## config.mk

```make
export PLATFORM = sky130hd
export DESIGN_NAME = pb_step_sequencer
export DESIGN_NICKNAME = d
export VERILOG_FILES = /design/src/rtl/pb_step_sequencer_pkg.sv /design/src/rtl/pb_step_sequencer_cycle_timer.sv /design/src/rtl/pb_step_sequencer.sv
export SDC_FILE = /design/constraint.sdc
export NUM_CORES = 1
export LEC_CHECK = 0
export BUFFER_PORTS_ARGS = -buffer_cell sky130_fd_sc_hd__buf_2
export CORE_ASPECT_RATIO = 0.8
export CORE_MARGIN = 3
export CORE_UTILIZATION = 57
export CTS_BUF_LIST = sky130_fd_sc_hd__clkbuf_4 sky130_fd_sc_hd__clkbuf_8
export DETAILED_ROUTE_END_ITERATION = 16
export PLACE_DENSITY = 0.83
export SLEW_MARGIN = 20
export SYNTH_ARGS = -nofsm -noshare
export SYNTH_HDL_FRONTEND = slang
export SYNTH_HIERARCHICAL = 1
export SYNTH_SLANG_ARGS = --single-unit
export TNS_END_PERCENT = 30
```

## constraint.sdc

```tcl
create_clock -name clk -period 3.8 [get_ports clk]
set_clock_uncertainty 0.2 [all_clocks]
set_input_delay 0.38 -clock clk [delete_from_list [all_inputs] [get_ports clk]]
set_output_delay 0.38 -clock clk [all_outputs]
set_load 0.005 [all_outputs]
```

## src/rtl/pb_step_sequencer_pkg.sv

```systemverilog
// Shared types and default timing for the push-button step sequencer.
// The defaults match the debouncer and program-counter blocks.
package pb_step_sequencer_pkg;

  typedef enum logic [1:0] {
    StIdle   = 2'd0,
    StHeld   = 2'd1,
    StRepeat = 2'd2
  } seq_state_e;

  localparam int unsigned DefHoldCycles   = 50_000_000;
  localparam int unsigned DefRepeatCycles = 10_000_000;
  localparam int unsigned DefMaxPending   = 7;

  // The timer width must hold max(hold, repeat) - 1, which is the largest value ever loaded.
  function automatic int unsigned timer_width(input int unsigned hold, input int unsigned rep);
    int unsigned longest;
    longest = (hold > rep) ? hold : rep;
    return (longest < 2) ? 1 : $clog2(longest);
  endfunction

endpackage

```

## src/rtl/pb_step_sequencer_cycle_timer.sv

```systemverilog
// Loadable down-counter with a zero flag. A load takes priority over a decrement,
// and the counter holds at zero instead of wrapping.
module pb_step_sequencer_cycle_timer #(
  parameter int unsigned Width = 4
) (
  input  logic             clk_i,
  input  logic             rst_i,
  input  logic             load_i,
  input  logic [Width-1:0] load_val_i,
  input  logic             dec_i,
  output logic             zero_o
);

  logic [Width-1:0] count_q, count_d;

  always_comb begin
    count_d = count_q;
    if (load_i) begin
      count_d = load_val_i;
    end else if (dec_i && (count_q != '0)) begin
      count_d = count_q - Width'(1);
    end
  end

  always_ff @(posedge clk_i) begin
    if (rst_i) begin
      count_q <= '0;
    end else begin
      count_q <= count_d;
    end
  end

  assign zero_o = (count_q == '0);

endmodule

```

## src/rtl/pb_step_sequencer.sv

```systemverilog
// Turns the debounced button level into program-counter step requests. A press gives one step,
// and a long hold auto-repeats. Steps queue in a saturating counter that is drained by step_ack.
module pb_step_sequencer
  import pb_step_sequencer_pkg::*;
#(
  parameter int unsigned HOLD_CYCLES   = DefHoldCycles,
  parameter int unsigned REPEAT_CYCLES = DefRepeatCycles,
  parameter int unsigned MAX_PENDING   = DefMaxPending,
  localparam int unsigned CW           = $clog2(MAX_PENDING + 1)
) (
  input  logic          clk,
  input  logic          rst,
  input  logic          PB_state,
  input  logic          step_ack,
  output logic          step_req,
  output logic [CW-1:0] pending,
  output logic          repeating,
  output logic          overflow
);

  localparam int unsigned TW = timer_width(HOLD_CYCLES, REPEAT_CYCLES);

  localparam logic [TW-1:0] HoldLoad   = TW'(HOLD_CYCLES - 1);
  localparam logic [TW-1:0] RepeatLoad = TW'(REPEAT_CYCLES - 1);
  localparam logic [CW-1:0] MaxPend    = CW'(MAX_PENDING);

  seq_state_e    state_q, state_d;
  logic          pb_q;
  logic          armed_q, armed_d;
  logic [CW-1:0] pending_q, pending_d;
  logic          overflow_q, overflow_d;

  logic          press;
  logic          step_evt;
  logic          ack;
  logic          tmr_load;
  logic [TW-1:0] tmr_val;
  logic          tmr_dec;
  logic          tmr_zero;

  pb_step_sequencer_cycle_timer #(
    .Width (TW)
  ) u_cycle_timer (
    .clk_i      (clk),
    .rst_i      (rst),
    .load_i     (tmr_load),
    .load_val_i (tmr_val),
    .dec_i      (tmr_dec),
    .zero_o     (tmr_zero)
  );

  // A level held through reset must be released once before it can count as a press.
  assign armed_d = armed_q | ~PB_state;
  assign press   = PB_state & ~pb_q & armed_q;

  always_comb begin
    state_d  = state_q;
    step_evt = 1'b0;
    tmr_load = 1'b0;
    tmr_val  = '0;
    tmr_dec  = 1'b0;
    unique case (state_q)
      StIdle: begin
        if (press) begin
          step_evt = 1'b1;
          tmr_load = 1'b1;
          tmr_val  = HoldLoad;
          state_d  = StHeld;
        end
      end
      StHeld: begin
        if (!PB_state) begin
          state_d = StIdle;
        end else if (tmr_zero) begin
          step_evt = 1'b1;
          tmr_load = 1'b1;
          tmr_val  = RepeatLoad;
          state_d  = StRepeat;
        end else begin
          tmr_dec = 1'b1;
        end
      end
      StRepeat: begin
        if (!PB_state) begin
          state_d = StIdle;
        end else if (tmr_zero) begin
          step_evt = 1'b1;
          tmr_load = 1'b1;
          tmr_val  = RepeatLoad;
        end else begin
          tmr_dec = 1'b1;
        end
      end
      default: state_d = StIdle;
    endcase
  end

  assign ack = step_ack & step_req;

  // A step that lands together with an accepted ack passes straight through, even when full.
  always_comb begin
    pending_d  = pending_q;
    overflow_d = overflow_q;
    if (step_evt && !ack) begin
      if (pending_q == MaxPend) begin
        overflow_d = 1'b1;
      end else begin
        pending_d = pending_q + CW'(1);
      end
    end else if (!step_evt && ack) begin
      pending_d = pending_q - CW'(1);
    end
  end

  always_ff @(posedge clk) begin
    if (rst) begin
      state_q    <= StIdle;
      pb_q       <= 1'b0;
      armed_q    <= 1'b0;
      pending_q  <= '0;
      overflow_q <= 1'b0;
    end else begin
      state_q    <= state_d;
      pb_q       <= PB_state;
      armed_q    <= armed_d;
      pending_q  <= pending_d;
      overflow_q <= overflow_d;
    end
  end

  assign step_req  = (pending_q != '0);
  assign pending   = pending_q;
  assign repeating = (state_q == StRepeat);
  assign overflow  = overflow_q;

endmodule
```

==> results.yml <==
outcome:
  outcome: "finished clean"
sta:
  slew_violations: 0
  fmax_mhz: 280
  hold_viol: 0
  relSlewSlack: 0.395
  finalCritPeriodShare: 0.941
  rsz0062_at_grt: "no"
  fin_tns_setup_ps: 0
  worst_pin_slew_ps: 907
  worst_slack_ps: 224
  final-setup-viol-count: 0
  fin_crit_ps: 3580
cts:
  path_clk_slew_ps: 70
  htree_levels: 2
  cts_buffers: 5
  hold_buffers: 0
  cts.sinks: 34
  cts_buffer_depth: 2
  cts_tree: "yes"
  clk_root_buffer_cell: "clkbuf_8"
  cts-resized-gates: 0
  clk_latency_ps: 290
  cts_setup_buffers: 0
global_route:
  grt_max_degree: 40
  grt_pass1_wl_um: 7940
  antenna_found_initial: 0
  overflow: 0
  grt_pass1_vias: 1737
  grtUsageTotal: 0.225
floorplanning:
  design.core.area_um2: 3570
  pin_count: 10
  die-area_um2: 4640
  die_h_um: 61.5
  initial_utilization: 0.616
  rows: 19
  fp.dieW_um: 75.4
yosys:
  synth_edf_count: 0
  yosys_warnings: 6
  syn_inst: 259
  synth.top_cell.area_share: 0.310
  async_reset_ff_frac: 0
  avgSynthCellArea_um2: 8.48
  synth-seq-area-share: 0.310
  ys_ff_latch: 34
  synth.most_common_cell: "dfxtp_1"
  synth_common_cells: "34 x dfxtp_1, 32 x nor2_1, 17 x inv_1, 12 x a211oi_1, 12 x clkbuf_1"
  syn_area_um2: 2200
  yosys-top-cells-area: "dfxtp_1 31%, nor2_1 5.5%, a211oi_1 4.1%"
  synth_area_leader_cell: "dfxtp_1"
  synth_flop_cell: "dfxtp_1"
  synth_cell_type_count: 56
setup_path:
  cp_top_family: "simple AND/OR/NAND/NOR gates"
  crit_type: "register to register"
  critPathBufInv: 4
  r2r_setup_slack_ps: 220
  critPathLaunchType: "register"
  crit_fanout: 14
  arrival_ps: 3540
  path_cells: "inv_1 > ha_1 > or4b_1 > or4_1 > nor2_1 > nand3_2 > o22ai_4 > buf_4 > clkinv_1 > buf_4 > and4_1 > a2111oi_0"
  endpoint_kind: "register"
  cp_common_cell: "buf_4"
  r2r-start: "u_cycle_timer/count_q[0]"
  required_ps: 3770
  cp_slowest_cell: "or4_1"
  reg2reg_depth: 12
  worstReg2RegEnd: "u_cycle_timer/count_q[22]"
  cpPeakStageDelay_ps: 540
run:
  maxCapViolations: 0
cells_and_area:
  syn_to_final_growth_pct: 9.34
  regArea_um2: 681
  layout-drive-gt1-share: 0.150
  fillerInstances: 291
  diodes: 0
  nets: 284
  multiInputGateArea_um2: 1400
detailed_routing:
  drc_errors: 0
  drt_wl_total_um: 4640
  drt_first_pass_iters: 4
  drtIter0Drc: 160
  routedWlPerCell_um: 14.7
  ant_nets: 0
  vias: 1936
  via_per_inst: 6.13
min_path:
  hold_depth: 2
  min_to: "armed_q"
  min_from: "PB_state"
  hold_path.class: "input port to register"
pwr:
  p_leak_nw: 0.914
  p_per_area_nw_per_um2: 755
  ir_drop_mv: 0.535
  clockPowerShare: 0.157
  swShare: 0.445
  combPwrFrac: 0.529
  switching_power_mw: 0.806
  sequentialPowerShare: 0.314
  p_int_mw: 1.01
placed_design:
  place.gp.congestion: 0.867
  place_ws_ps: 264
  dp_hpwl_um: 3350
  port_buffers: 9
## flip-flops by register name, indices dropped and copies added (netlist names)
signal                 cells
u_cycle_timer/count_q     26
pending                    3
state_q                    2
armed_q                    1
overflow                   1
pb_q                       1
## per-stage QoR
stage | instance area (um2) | std cells | hold WS, ps | utilization | power [mW]
global placement | 2310 | 308 | 234 | 0.647 | 1.49
floorplan | 2220 | 264 | 242 | - | 1.29
global route | 2400 | 316 | 193 | 0.674 | 1.96
CTS | 2400 | 316 | 170 | 0.674 | 1.81
detailed placement | 2310 | 308 | 240 | 0.647 | 1.52
finish | 2400 | 316 | 178 | 0.674 | 1.81
## layer usage
layer	vias up	global-route usage	wire [um]
li1	991	-	-
met1	907	0.310	2310
met2	33	0.347	2070
met3	5	0.0440	211
met4	0	0.0898	53
met5	-	0	0
## cell type report
| class | count | area share |
|---|---|---|
| multi-input combinational | 197 | 0.583 |
| sequential | 34 | 0.283 |
| tap | 42 | 0.0219 |
| clock buffer | 7 | 0.0375 |
| clock inverter | 1 | 0.00208 |
| timing repair buffer | 17 | 0.0438 |
| inverter | 18 | 0.0281 |
## placed cells by master, fill, tap and decap left out, drive strengths merged, types with 5 or more instances in the layout
master   instances
dfxtp           34
nor2            32
inv             17
buf             17
a211oi          13
or3             11
a2111oi         10
nor2b            9
a311oi           9
a21oi            9
nor3             9
nand2            8
xnor2            7
and4             7
clkbuf           7
nor4             7
ha               6
conb             6
or4              6
o21ai            6
and3             5
## power groups by stage
stage	Clock, mW	Combinational [mW]	Sequential (mW)
after CTS	0.289	0.951	0.569
after global routing	0.303	1.07	0.590
final	0.284	0.960	0.569
after detailed placement	0	0.945	0.576
after global placement	0	0.922	0.571
after floorplan	0	0.738	0.549
## cell families after synthesis
| family | after synthesis | share of synthesized area |
|---|---|---|
| xor+xnor | 7 | 0.0279 |
| other cells | 1 | 0.00171 |
| mux | 6 | 0.0325 |
| flops | 34 | 0.310 |
| fa+ha+maj | 7 | 0.0433 |
| compound gates | 60 | 0.227 |
| simple gates | 111 | 0.297 |
| buf+inv | 33 | 0.0609 |
## worst max path at each step
stage | startpoint | to | slack, ps | cells after the start
5_1_grt | u_cycle_timer/count_q[0] | pending[2] | 20 | 12
6_report | u_cycle_timer/count_q[0] | u_cycle_timer/count_q[22] | 220 | 12
3_5_place_dp | u_cycle_timer/count_q[1] | pending[2] | 260 | 12
4_1_cts | u_cycle_timer/count_q[1] | u_cycle_timer/count_q[22] | 220 | 12
2_1_floorplan | u_cycle_timer/count_q[0] | u_cycle_timer/count_q[9] | 80 | 12
3_3_place_gp | u_cycle_timer/count_q[13] | pending[2] | 360 | 10
## worst register-to-register path, stage by stage (launching register included)
cell and delay, ps:
dfxtp_1 340, inv_1 70, ha_1 210, or4b_1 470
or4_1 540, nor2_1 190, nand3_2 130, o22ai_4 190
buf_4 230, clkinv_1 190, buf_4 220, and4_1 170
a2111oi_0 310
No activity file was read; power rests on OpenSTA's default activity.
